### config.mk
export PLATFORM = sky130hd
export DESIGN_NAME = scv_vram_arb
export DESIGN_NICKNAME = d
export VERILOG_FILES = /design/src/rtl/scv_vram_arb_pkg.sv /design/src/rtl/scv_vram_arb_starve_ctr.sv /design/src/rtl/scv_vram_arb.sv
export SDC_FILE = /design/constraint.sdc
export NUM_CORES = 1
export LEC_CHECK = 0
export ABC_AREA = 1
export ABC_CLOCK_PERIOD_IN_PS = 4160
export BUFFER_PORTS_ARGS = -buffer_cell sky130_fd_sc_hd__buf_2
export CAP_MARGIN = 20
export CORE_ASPECT_RATIO = 1.2
export CORE_MARGIN = 3
export CORE_UTILIZATION = 53
export CTS_CLUSTER_DIAMETER = 150
export DETAILED_ROUTE_END_ITERATION = 10
export HOLD_SLACK_MARGIN = 0.02
export PLACE_DENSITY = 0.89
export RECOVER_POWER = 50
export REMOVE_ABC_BUFFERS = 1
export SLEW_MARGIN = 20
export SYNTH_ARGS = -nofsm -noshare
export SYNTH_HDL_FRONTEND = slang
export SYNTH_HIERARCHICAL = 1
export SYNTH_SLANG_ARGS = --single-unit
export TNS_END_PERCENT = 10
### constraint.sdc
create_clock -name CLK -period 4.16 [get_ports CLK]
set_input_delay 0.624 -clock CLK [delete_from_list [all_inputs] [get_ports CLK]]
set_output_delay 0.624 -clock CLK [all_outputs]
set_load 0.01 [all_outputs]
### src/rtl/scv_vram_arb_pkg.sv
// Shared types for the SCV video RAM arbiter: access owner, FSM state and
// the default starvation threshold.
package scv_vram_arb_pkg;

  typedef enum logic {
    OWN_CPU = 1'b0,
    OWN_VID = 1'b1
  } own_e;

  typedef enum logic [1:0] {
    ST_IDLE     = 2'd0,
    ST_ISSUE    = 2'd1,
    ST_COMPLETE = 2'd2
  } state_e;

  localparam int STARVE_MAX_DEF = 4;
  localparam int STARVE_W       = 4;

endpackage

### src/rtl/scv_vram_arb_starve_ctr.sv
// Saturating up-counter with synchronous clear; tracks how long video has
// been kept waiting behind the CPU.
module scv_starve_ctr #(
  parameter int W = 4
) (
  input  logic         clk,
  input  logic         rst,
  input  logic         inc,
  input  logic         clr,
  output logic [W-1:0] cnt
);

  always_ff @(posedge clk or posedge rst) begin
    if (rst)
      cnt <= '0;
    else if (clr)
      cnt <= '0;
    else if (inc && (cnt != {W{1'b1}}))
      cnt <= cnt + 1'b1;
  end

endmodule

### src/rtl/scv_vram_arb.sv
// Two-port (CPU read/write, video read-only) arbiter in front of a single
// synchronous 8-bit RAM; one access every two cycles, CPU priority with a
// starvation override for video.
module scv_vram_arb
  import scv_vram_arb_pkg::*;
#(
  parameter int AW         = 13,
  parameter int STARVE_MAX = STARVE_MAX_DEF
) (
  input  logic          CLK,
  input  logic          RESET,
  input  logic          CPU_REQ,
  input  logic          CPU_WE,
  input  logic [AW-1:0] CPU_A,
  input  logic [7:0]    CPU_DO,
  output logic [7:0]    CPU_DI,
  output logic          CPU_ACK,
  input  logic          VID_REQ,
  input  logic [AW-1:0] VID_A,
  output logic [7:0]    VID_DI,
  output logic          VID_ACK,
  output logic [AW-1:0] RAM_A,
  output logic          RAM_WE,
  output logic [7:0]    RAM_D,
  input  logic [7:0]    RAM_Q
);

  state_e              state;
  own_e                own;
  logic                we_q;
  logic [7:0]          cpu_di_q;
  logic [7:0]          vid_di_q;
  logic [STARVE_W-1:0] starve_cnt;

  logic vid_outranks;
  logic cpu_elig;
  logic vid_elig;
  logic grant_cpu;
  logic grant_vid;
  logic vid_busy;

  // Eligibility already folds in priority, so at most one side is eligible.
  // In COMPLETE the owner's REQ is still up for its ACK cycle: if it would
  // win, nobody is granted and the FSM drops to IDLE.
  assign vid_outranks = starve_cnt >= STARVE_W'(STARVE_MAX);
  assign cpu_elig     = CPU_REQ && !(VID_REQ && vid_outranks);
  assign vid_elig     = VID_REQ && (!CPU_REQ || vid_outranks);
  assign vid_busy     = (state != ST_IDLE) && (own == OWN_VID);

  always_comb begin
    grant_cpu = 1'b0;
    grant_vid = 1'b0;
    case (state)
      ST_IDLE: begin
        grant_cpu = cpu_elig;
        grant_vid = vid_elig;
      end
      ST_COMPLETE: begin
        grant_cpu = cpu_elig && (own == OWN_VID);
        grant_vid = vid_elig && (own == OWN_CPU);
      end
      default: ;
    endcase
  end

  scv_starve_ctr #(.W(STARVE_W)) u_starve (
    .clk (CLK),
    .rst (RESET),
    .inc (VID_REQ && !vid_busy && !grant_vid),
    .clr (!VID_REQ || grant_vid),
    .cnt (starve_cnt)
  );

  always_ff @(posedge CLK or posedge RESET) begin
    if (RESET) begin
      state    <= ST_IDLE;
      own      <= OWN_CPU;
      we_q     <= 1'b0;
      RAM_A    <= '0;
      RAM_D    <= '0;
      RAM_WE   <= 1'b0;
      CPU_ACK  <= 1'b0;
      VID_ACK  <= 1'b0;
      cpu_di_q <= '0;
      vid_di_q <= '0;
    end else begin
      CPU_ACK <= 1'b0;
      VID_ACK <= 1'b0;
      RAM_WE  <= 1'b0;
      case (state)
        ST_IDLE, ST_COMPLETE: begin
          if (state == ST_COMPLETE && !we_q) begin
            if (own == OWN_CPU) cpu_di_q <= RAM_Q;
            else                vid_di_q <= RAM_Q;
          end
          if (grant_cpu) begin
            state  <= ST_ISSUE;
            own    <= OWN_CPU;
            we_q   <= CPU_WE;
            RAM_A  <= CPU_A;
            RAM_D  <= CPU_DO;
            RAM_WE <= CPU_WE;
          end else if (grant_vid) begin
            state  <= ST_ISSUE;
            own    <= OWN_VID;
            we_q   <= 1'b0;
            RAM_A  <= VID_A;
          end else begin
            state  <= ST_IDLE;
          end
        end
        ST_ISSUE: begin
          state   <= ST_COMPLETE;
          CPU_ACK <= (own == OWN_CPU);
          VID_ACK <= (own == OWN_VID);
        end
        default: state <= ST_IDLE;
      endcase
    end
  end

  // Read data lands on RAM_Q during the ACK cycle; show it then and keep the
  // captured copy afterwards. The select is purely registered state.
  assign CPU_DI = (CPU_ACK && !we_q) ? RAM_Q : cpu_di_q;
  assign VID_DI = (VID_ACK && !we_q) ? RAM_Q : vid_di_q;

endmodule

==> metrics.cfg <==
[timing]
post-route-period-util=0.700
slew_headroom=-0.509
timing.final.setup_violations=0
worst_hold_slack_ns=0.197
fmax_ghz=0.344
slew_viol_final=69
period_needed_ns=2.91
finalWorstSetupSlack_ns=1.25
grt_setup_unrepaired=false
fin_worst_skew_ns=0.00644
setup_tns_ns=0
hold_viol_final=0
worstMarginPinSlew_ns=2.26

[placed_design]
post_dp_cell_area_um2=2820
dp_slack_ns=1.99
dp.cells=435
dp_hpwl_um=3870
finalWeightedCongestion=0.761
port_buffers=86

[logic_synthesis]
synth_top_family_by_area=simple AND/OR/NAND/NOR gates
avgSynthCellArea_um2=7.82
ys_warn_count=6
yosys_register_bits=48
synth-simple-area-share=0.305
synthCells=305
synthArstFlopShare=1.00
synth_common_cells=nand2_1, nand3_1, dfrtp_1
synth_area_leader_cell=dfrtp_1
yosysMostFrequentCell=nand2_1
synthAdderAreaFrac=0.00525
synth_cell_types=21
synth_area_leaders=dfrtp_1, nand2_1, nand3_1
synth_edf_count=0
synth_compound_area_frac=0.0803
synth_xor_area_frac=0.00367
muxShareOfSynthArea=0
synthFlopType=dfrtp_1
synth_seq_area_share=0.504
syn_area_um2=2380
synth.top_cell.area_share=0.504

[route]
routed-via-count=2256
routed_wl_um=5450
drc=0
drt_iter0_markers=100
dr.pass1.iters=5
antenna_left=0
post_drt_wl_per_cell_um=12.3
routed_via_density=5.09

[critical_path]
critPathMaxStageDelay_ns=1.16
cpMaxStageDelayCell=nor2_1
crit_arrival_ns=3.15
cp_data_required_time_ns=4.40
endpoint_kind=register
setup.worst_path.start_class=register
cp_cell_sequence=inv_1 > nand2_1 > nor2_1 > nand2_4 > nand2_4 > nand3_1 > nand2_1
crit_fanout=35
critPathKind=register to register

[clocking]
clk_latency_ns=0.29
hold_buffers=0
post_cts.repair.setup_buffers=0
cts_tree=yes
clock_sinks=48
path_clk_slew_ns=0.08
cts_root_buf=clkbuf_8
cts_buffer_depth=2
ctsResizeCount=0
cts_buffers=5
htree_levels=2

[pwr]
fin_total_pwr_mw=1.96
leakage_nw=1.68
vdd_ir_drop_max_mv=0.303
power_density_nw_per_um2=681

[cells_and_area]
postLayoutCoreUtil=0.670
final_cells=443
area_growth_pct=20.7
design_area_um2=2880
fin_nets=434
diodes=0
drive_gt1_frac=0.220

[floorplan]
die_h_um=79.5
start_util=0.555
io-pin-count=87
num_rows=26
fp.coreArea_um2=4290
dieArea_um2=5340
fp.dieW_um=67.2

[hold_path]
hp-class=input pin to asynchronous set/reset pin

[run]
maxCapViolCount=2

[grt]
grt_pass1_wl_um=8910
grtUsageTotal=0.217
antenna_found_initial=0
grt_pass1_vias=2094
overflow=0
grt_start_max_net_pins=45

[run_status]
outcome=complete, but fails checks
violations=capacitance limit, slew limit

[layout make-up]
type	count	area (um2)
sequential	48	1200
inverter	45	169
timing repair buffer	87	415
multi-input combinational	199	933
fill	402	1420
tap	56	70.1
clock buffer	8	90.1
[critical path: cells and delay by family, from the launching register on]
family	cells	cell delay [ns]
DFF	1	0.39
and+or+nand+nor	6	2.32
buffers and inverters	1	0.15
[cells in the final DEF (no fill, tap or decap)]
master	n
a21oi_1	1
buf_2	71
clkbuf_1	18
clkbuf_8	6
clkinv_1	1
dfrtp_1	48
ha_1	1
inv_1	42
inv_2	2
nand2_1	92
nand2_2	1
nand2_4	2
nand3_1	54
nand3b_4	1
nand4_1	2
nor2_1	6
nor2_4	1
nor3_1	2
o21ai_0	34
o21ai_4	1
xor2_1	1
[metal layers]
layer / wire length [um] / share of wire / GRT usage / vias to the layer above
met5: 0 / 0 / 0 / -
met1: 2310 / 0.42 / 0.275 / 1010
li1: - / - / - / 1118
met3: 480 / 0.088 / 0.0437 / 12
met4: 111 / 0.020 / 0.0832 / 0
met2: 2550 / 0.47 / 0.360 / 116
[state kept, by name, indices dropped and copies added (netlist names)]
register      cells
vid_di_q          8
CPU_ACK           1
cpu_di_q          8
u_starve/cnt      4
own               1
VID_ACK           1
state             2
RAM_A            13
we_q              1
RAM_D             8
RAM_WE            1
[path summary, 6_finish.rpt]
kind,from,to,slack (ns),cells past startpoint
max,state[0],RAM_A[1],1.25,7
min,RESET,u_starve/cnt[1],0.20,2
max reg2reg,state[0],RAM_A[1],1.25,7
min reg2reg,RAM_D[3],RAM_D[3],0.48,2
max in group asynchronous,RESET,vid_di_q[4],1.72,3
min in group CLK,RAM_D[3],RAM_D[3],0.48,2
[logic make-up (layout without fill, tap and decap cells)]
group,after synthesis,count (layout)
flops,48,48
xor+xnor,1,1
compound gates,36,36
buf+inv,58,140
fa+ha+maj,1,1
simple gates,161,161
[power by group]
group | leakage, nW | internal (mW) | total, mW | switching (mW)
Sequential | 0.595 | 0.679 | 0.817 | 0.137
Clock | 0.0455 | 0.136 | 0.276 | 0.140
Combinational | 1.04 | 0.327 | 0.868 | 0.541
Power figures use the tool's default switching activity.
